**config.mk**
```make
export PLATFORM = sky130hd
export DESIGN_NAME = mrc
export DESIGN_NICKNAME = d
export VERILOG_FILES = /design/src/rtl/mrc_pkg.sv /design/src/rtl/mrc_digit.sv /design/src/rtl/mrc.sv
export SDC_FILE = /design/constraint.sdc
export NUM_CORES = 1
export LEC_CHECK = 0
export CAP_MARGIN = 20
export CORE_ASPECT_RATIO = 0.6
export CORE_MARGIN = 3
export CORE_UTILIZATION = 48
export CTS_CLUSTER_SIZE = 24
export DETAILED_ROUTE_END_ITERATION = 10
export GPL_TIMING_DRIVEN = 1
export PLACE_DENSITY_LB_ADDON = 0.15
export SETUP_SLACK_MARGIN = 0.15
export SLEW_MARGIN = 15
export SYNTH_ARGS = -nofsm -noshare
export SYNTH_HDL_FRONTEND = slang
export SYNTH_SLANG_ARGS = --single-unit
```
**constraint.sdc**
```tcl
create_clock -name mrc_clk -period 2.15 [get_ports mrc_clk]
set_input_delay 0.215 -clock mrc_clk [delete_from_list [all_inputs] [get_ports mrc_clk]]
set_output_delay 0.215 -clock mrc_clk [all_outputs]
set_load 0.01 [all_outputs]
```
**src/rtl/mrc_pkg.sv**
```systemverilog
// Shared constants for the multi-radix counter: digit width, mode/direction
// encodings and per-radix digit maxima.
package mrc_pkg;

    localparam int DIGIT_W = 4;

    localparam logic MODE_HEX = 1'b0;
    localparam logic MODE_DEC = 1'b1;

    localparam logic DIR_DOWN = 1'b0;
    localparam logic DIR_UP   = 1'b1;

    localparam logic [DIGIT_W-1:0] MAX_HEX = 4'hF;
    localparam logic [DIGIT_W-1:0] MAX_DEC = 4'd9;

    function automatic logic [DIGIT_W-1:0] digit_max(input logic mode);
        return (mode == MODE_DEC) ? MAX_DEC : MAX_HEX;
    endfunction

endpackage

```
**src/rtl/mrc_digit.sv**
```systemverilog
// Combinational single-digit cell: steps one digit up or down in the selected
// radix and produces the carry/borrow into the next digit.
module mrc_digit
    import mrc_pkg::*;
(
    input  logic [DIGIT_W-1:0] digit,
    input  logic               step_in,
    input  logic               mode,
    input  logic               dir,
    output logic [DIGIT_W-1:0] next,
    output logic               step_out
);

    logic [DIGIT_W-1:0] max_val;

    assign max_val = digit_max(mode);

    always_comb begin
        next     = digit;
        step_out = 1'b0;
        if (step_in) begin
            if (dir == DIR_UP) begin
                // ">=" also folds hex digits A-F left over after a switch to decimal
                if (digit >= max_val) begin
                    next     = '0;
                    step_out = 1'b1;
                end else begin
                    next = digit + 4'd1;
                end
            end else begin
                if (digit == '0) begin
                    next     = max_val;
                    step_out = 1'b1;
                end else if (digit > max_val) begin
                    next = max_val;
                end else begin
                    next = digit - 4'd1;
                end
            end
        end
    end

endmodule

```
**src/rtl/mrc.sv**
```systemverilog
// Multi-digit up/down counter with run-time decimal/hex radix, parallel load
// and a registered whole-counter wrap pulse.
module mrc
    import mrc_pkg::*;
#(
    parameter int DIGITS    = 4,
    parameter bit DEC_CLAMP = 1'b1
) (
    input  logic                          mrc_clk,
    input  logic                          mrc_rst,
    input  logic                          mrc_en,
    input  logic                          mrc_mode,
    input  logic                          mrc_dir,
    input  logic                          mrc_ld,
    input  logic [DIGIT_W*DIGITS-1:0]     mrc_d,
    output logic [DIGIT_W*DIGITS-1:0]     mrc_q,
    output logic                          mrc_wrap
);

    logic [DIGIT_W*DIGITS-1:0] cnt_p0;
    logic [DIGIT_W*DIGITS-1:0] step_val;
    logic [DIGIT_W*DIGITS-1:0] load_val;
    logic [DIGITS:0]           step;
    logic                      wrap_p0;

    function automatic logic [DIGIT_W-1:0] sat_load(input logic [DIGIT_W-1:0] d,
                                                   input logic mode);
        if (DEC_CLAMP && (mode == MODE_DEC) && (d > MAX_DEC))
            return MAX_DEC;
        return d;
    endfunction

    assign step[0] = 1'b1;

    for (genvar i = 0; i < DIGITS; i++) begin : g_digit
        mrc_digit u_digit (
            .digit    (cnt_p0[i*DIGIT_W +: DIGIT_W]),
            .step_in  (step[i]),
            .mode     (mrc_mode),
            .dir      (mrc_dir),
            .next     (step_val[i*DIGIT_W +: DIGIT_W]),
            .step_out (step[i+1])
        );
    end

    always_comb begin
        load_val = '0;
        for (int i = 0; i < DIGITS; i++)
            load_val[i*DIGIT_W +: DIGIT_W] = sat_load(mrc_d[i*DIGIT_W +: DIGIT_W], mrc_mode);
    end

    // Stage p0: count state and wrap flag; carry out of the top digit is the wrap
    always_ff @(posedge mrc_clk) begin
        if (mrc_rst) begin
            cnt_p0  <= '0;
            wrap_p0 <= 1'b0;
        end else if (mrc_ld) begin
            cnt_p0  <= load_val;
            wrap_p0 <= 1'b0;
        end else if (mrc_en) begin
            cnt_p0  <= step_val;
            wrap_p0 <= step[DIGITS];
        end else begin
            wrap_p0 <= 1'b0;
        end
    end

    assign mrc_q    = cnt_p0;
    assign mrc_wrap = wrap_p0;

endmodule

```
* Yosys cells after proc, flatten, opt, wreduce, memory -nomap -nowiden *
Cells that the tools add are included.

storage, ports and cells
  word-level logic and storage cells = 91
  bits in registers = 17

operators by class
  add/sub/neg operators = 8
  multiplexer cells = 48
  reduce and logical (&&, ||, !) cells = 16
  order comparisons = 12
  bitwise operators = 2

operators by type and width
  operator                                                            number
  4-bit two-way mux                                                   27
  16-bit two-way mux                                                  2
  1-bit two-way mux                                                   18
  4-bit by 1-bit adder with 4-bit output, second input constant       4
  4-bit greater-or-equal comparator                                   4
  4-bit greater-than comparator                                       4
  4-bit greater-than comparator, second input constant                4
  4-bit logical NOT                                                   4
  4-bit by 1-bit subtractor with 4-bit output, second input constant  4
  2-bit nonzero test                                                  4
  2-bit AND reduction                                                 3
  1-bit logical AND                                                   4
  4-bit OR reduction                                                  1
  3-bit two-way mux                                                   1
  1-bit inverter                                                      2

* Depth between registers and ports, before layout *
  word-level depth = 9
  mapped depth = 8
  gate-level depth less buffers = 7

* Hierarchy *
From an unflattened synthesis, not the netlist that was laid out.

unflattened totals
  cell total of the unflattened synthesis = 287
  area total of the unflattened synthesis = 2,189.6 sq um

by module, submodules not included
  module     instances  area an instance (sq um)  sequential area each (sq um)  cells an instance
  mrc_digit  4          329.1                     0.0                           48
  mrc        1          873.3                     340.3                         95

* Least setup slack after synthesis *
No wires, ideal clock.

  path type = reg-to-reg
  from = register cnt_p0[4] (netlist: mrc_q[4])
  to = register cnt_p0[5] (netlist: mrc_q[5])
  clock period less this slack = 2,249 ps
  arrival = 2,127 ps
  setup time = 122 ps
  path buffers = 1
  slack = -99 ps
  data required time = 2,028 ps
  stages on the path, launching flop included = 9
  path through = dfxtp_1 > buf_2 > inv_1 > ha_1 > nor3b_1 > a31oi_1 > mux2_1 > or4_1 > o311a_1

between the ends
  word-level cells in the longest chain between the ends = 7
  elaborated cells on any way between the ends = 12
  those cells by class = add/sub (2); order compare (2); mux (7); reduce/logical (1)

RTL lines
  item                                                                                          RTL line                          text
  start, declared                                                                               mrc.sv:20                         logic [DIGIT_W*DIGITS-1:0] cnt_p0;
  start signal, assigned                                                                        mrc.sv:58                         cnt_p0 <= load_val;
  start signal, assigned                                                                        mrc.sv:61                         cnt_p0 <= step_val;
  4-bit by 1-bit subtractor with 4-bit output or 4-bit greater-than comparator (tied branches)  mrc_digit.sv:37, mrc_digit.sv:34
  4-bit two-way mux                                                                             mrc_digit.sv:34                   end else if (digit > max_val) begin
  4-bit two-way mux                                                                             mrc_digit.sv:31                   if (digit == '0) begin
  4-bit two-way mux *                                                                           mrc_digit.sv:22                   if (dir == DIR_UP) begin
  4-bit two-way mux *                                                                           mrc_digit.sv:21                   if (step_in) begin
  16-bit two-way mux *                                                                          mrc.sv:60                         end else if (mrc_en) begin
  16-bit two-way mux *                                                                          mrc.sv:57                         end else if (mrc_ld) begin

Every way passes the cells marked *; elsewhere a longest branch is shown, timed or not. The select of a mux whose other input is x is not followed.
A chain may end at the register's enable or synchronous reset.

* Worst setup path in the final report *
  from = register cnt_p0[1] (netlist: mrc_q[1])
  to = register cnt_p0[14] (netlist: mrc_q[14])

between the ends
  word-level cells in the longest chain between the ends = 7
  elaborated cells on any way between the ends = 9
  those cells by class = order compare (1); mux (5); reduce/logical (3)

RTL lines
  item                                                                    RTL line
  4-bit greater-or-equal comparator or 4-bit logical NOT (tied branches)  mrc_digit.sv:24, mrc_digit.sv:31
  1-bit two-way mux (on tied branches)                                    mrc_digit.sv:24, mrc_digit.sv:31
  1-bit two-way mux *                                                     mrc_digit.sv:22
  1-bit two-way mux * (2 in series)                                       mrc_digit.sv:21
  2-bit nonzero test (no source line) *                                   n/a
  2-bit AND reduction (no source line) *                                  n/a

Every way passes the cells marked *; elsewhere a longest branch is shown, timed or not.

==> metrics.txt <==
Worst Reg-to-Reg Cells 7; 1st-pass router iterations 7; worst vdd ir 0.246 mV; DR vias ~2,500; post-route ant nets 0; RSZ-0062 raised after global routing yes; core box area 0.00389 mm^2; placer's final routability congestion estimate 0.909; Power Internal 0.817 mW; mux share of post-synthesis cell area between 1.5 and 2%; Port Buffer Count 38; routed len/inst 16.5 um; Initial Utilization 52.9%; share of the synthesized area in the top cell type 16.5%; Leak Pwr roughly 1.3 nW; Worst Hold Class primary input to flop; largest net degree at the start of global routing 22; status completed; layout cells sized above 1 27.6%; Synth Instances 277; Detail Placement HPWL 5.01 mm; CP required 2.29 ns; Setup WS post-layout 0.128 ns; Clock power frac about a fifth; initial antenna violation count 0; crit-path max FO 4; Die ar. ~0.0051 mm^2; Die Width 90.6 um; Rows 17; simple-gate share of the synthesized area 23.8%; Clock transition at path regs 0.08 ns; R2R setup slack 0.13 ns; Worst-Margin Slew 0.651 ns; Worst-Skew Late Latency 0.26 ns; WHS 0.513 ns; min Tclk post-route 2.02 ns; vias in the first global route 2,286; CTS max path bufs 2; total routed wirelength 6.74 mm; RR Startpoint mrc_q[1]$_SDFFE_PP0P_; number of synthesized flops with an enable pin 0; Power Density about 430 mW/mm^2; max_cap viols 0; clock sinks 17; Ys Warns 0; GRT overflow 0; worst endpoint data arrival time 2.17 ns; syn_area_per_cell 7.43 um^2; most common cell after layout, fill and taps aside buf_4; CTS HTree Levels 1; area added between synthesis and finish 46.5%; switching power 0.485 mW; DP Worst Slack -0.412 ns; Worst setup EP type flop; post-synthesis xor/xnor area fraction under 10%; # diodes 0; Top Ports 39; main area contributors after synthesis dfxtp_1 (17%), ha_1 (10%), o21ai_0 (5.3%); FFs w/ async S/R, synth 0%; hold-fix buffers at CTS 0; ys flop type dfxtp_1; Flop pwr share 28.4%; Syn Nets 316; most frequent cells in the layout buf_4 (52), clkdlybuf4s50_1 (37), nor2_1 (21); global-route wire length before repair 10.9 mm; hold path start mrc_mode; Final Hold Viols 0; Root Buffer clkbuf_8; Worst Setup Start Kind flop; CTS Buf Count 3; Pwr Total 1.30 mW; Via density ~6; Max Slew Vio Count 0; Tot GR Track Use 25.6%; Max Freq 495 MHz; Cell Area, Synth between 0.002 and 0.0025 mm^2; drt drc 0; end of the worst hold path mrc_q[4]$_SDFFE_PP0P_; Switching Fraction 37.2%; Worst Hold Depth 4; Slew headroom 56.4%; TritonCTS clock tree done; post-synth top area cell dfxtp_1; die height 56.7 um; FF-to-FF End mrc_q[14]$_SDFFE_PP0P_; synthesized flop and latch total 17; drt first-iter violations 205; synth unique cells 61; Synth Area in Adders around a tenth; WS Path Type flop to flop; post-synthesis compound-gate area fraction between 30% and 40%; Final setup viols 0; Seq/Total Area, Yosys 16.5%; Final nets 391; Logic pwr share between 50% and 60%; main combinational cell family by area after synthesis compound AO/OA/AOI/OAI gates; Clock Skew 0.00942 ns; Tcrit/Tclk final 94.0%
cell usage after synthesis (2+ instances only):
cell type,n
xor2_1,4
or2_2,2
nor3_1,8
inv_1,14
clkbuf_1,6
and3_1,4
ha_1,17
a32oi_1,2
or4_1,2
a221oi_1,3
o2111ai_1,3
buf_6,2
nor2b_1,3
xnor2_1,3
and3b_1,2
o311a_1,4
a22oi_1,2
nor4_1,3
nand2_1,19
o21a_1,2
buf_2,9
a31o_2,2
a31oi_1,11
nor2_1,22
a21o_1,7
nand3_1,16
o21ai_0,22
o31ai_1,3
o211ai_1,5
nor3b_1,6
a211o_1,4
a2111o_1,2
o21ai_1,2
a2111oi_0,2
a211oi_1,6
dfxtp_1,17
a21oi_1,12
logic make-up (layout without fill, tap and decap cells):
family / after synthesis / after routing
AO/OA/AOI/OAI: 105 / 105
XOR/XNOR: 7 / 7
adder cells (fa/ha/maj): 17 / 17
buffers and inverters: 35 / 109
flip-flops: 17 / 17
multiplexers: 3 / 3
AND/OR/NAND/NOR: 93 / 93
sequential cells by signal (all words and copies together) (netlist names):
name and cells:
mrc_q 16, mrc_wrap 1
per-stage QoR:
step | utilization [%] | setup TNS [ns] | area, um^2 | instances
4_1_cts | 74.5 | 0 | 2900 | 406
5_1_grt | 77.5 | 0 | 3020 | 408
2_1_floorplan | - | 0 | 2100 | 277
6_report | 77.5 | 0 | 3020 | 408
3_5_place_dp | 71.7 | -4.75 | 2790 | 401
3_3_place_gp | 71.7 | -3.95 | 2790 | 401
layer usage:
metal | share of wire, % | global-route usage [%] | wire, um | vias up
li1 | - | - | - | 1214
met1 | 46 | 37.5 | 3130 | 1139
met2 | 43 | 38.8 | 2870 | 154
met3 | 9.9 | 5.35 | 670 | 12
met4 | 0.96 | 3.92 | 65 | 0
met5 | 0 | 0 | 0 | -
critical path, cell delays in order, from the launching register on:
cell	delay, ns
dfxtp_2	0.34
inv_2	0.07
ha_4	0.13
or3b_4	0.39
nor4b_4	0.30
a41oi_2	0.12
or4_1	0.43
o311a_1	0.13
what timing repair did:
item | in CTS | in global routing
pin swaps | 6 | 5
setup endpoints to repair | 16 | 12
resized for setup | 14 | 24
buffers inserted | 1 | 2
hold endpoints to repair | 0 | 0
power groups by stage:
| stage | Sequential [mW] | Combinational [mW] | Clock, mW |
|---|---|---|---|
| 6_report | 0.370 | 0.676 | 0.256 |
| 5_1_grt | 0.373 | 0.741 | 0.263 |
| 4_1_cts | 0.367 | 0.627 | 0.251 |
| 3_5_place_dp | 0.371 | 0.601 | 0 |
| 3_3_place_gp | 0.371 | 0.590 | 0 |
| 2_1_floorplan | 0.381 | 0.346 | 0 |
area by class of cell:
class / instances / area (um^2)
Multi-Input combinational cell: 225 / 1720
Fill cell: 294 / 875
Timing Repair Buffer: 91 / 777
Sequential cell: 17 / 349
Tap cell: 57 / 71.3
Inverter: 14 / 52.6
Clock buffer: 4 / 45.0
worst max-delay path by stage:
stage	start	to	depth (start not counted)
floorplan	mrc_q[0]$_SDFFE_PP0P_	mrc_q[14]$_SDFFE_PP0P_	8
global placement	mrc_mode	mrc_q[13]$_SDFFE_PP0P_	9
detailed placement	mrc_mode	mrc_q[8]$_SDFFE_PP0P_	9
CTS	mrc_q[1]$_SDFFE_PP0P_	mrc_q[14]$_SDFFE_PP0P_	7
global route	mrc_q[1]$_SDFFE_PP0P_	mrc_q[14]$_SDFFE_PP0P_	7
finish	mrc_q[1]$_SDFFE_PP0P_	mrc_q[14]$_SDFFE_PP0P_	7
Note: power is estimated with default switching activity, not from simulation.
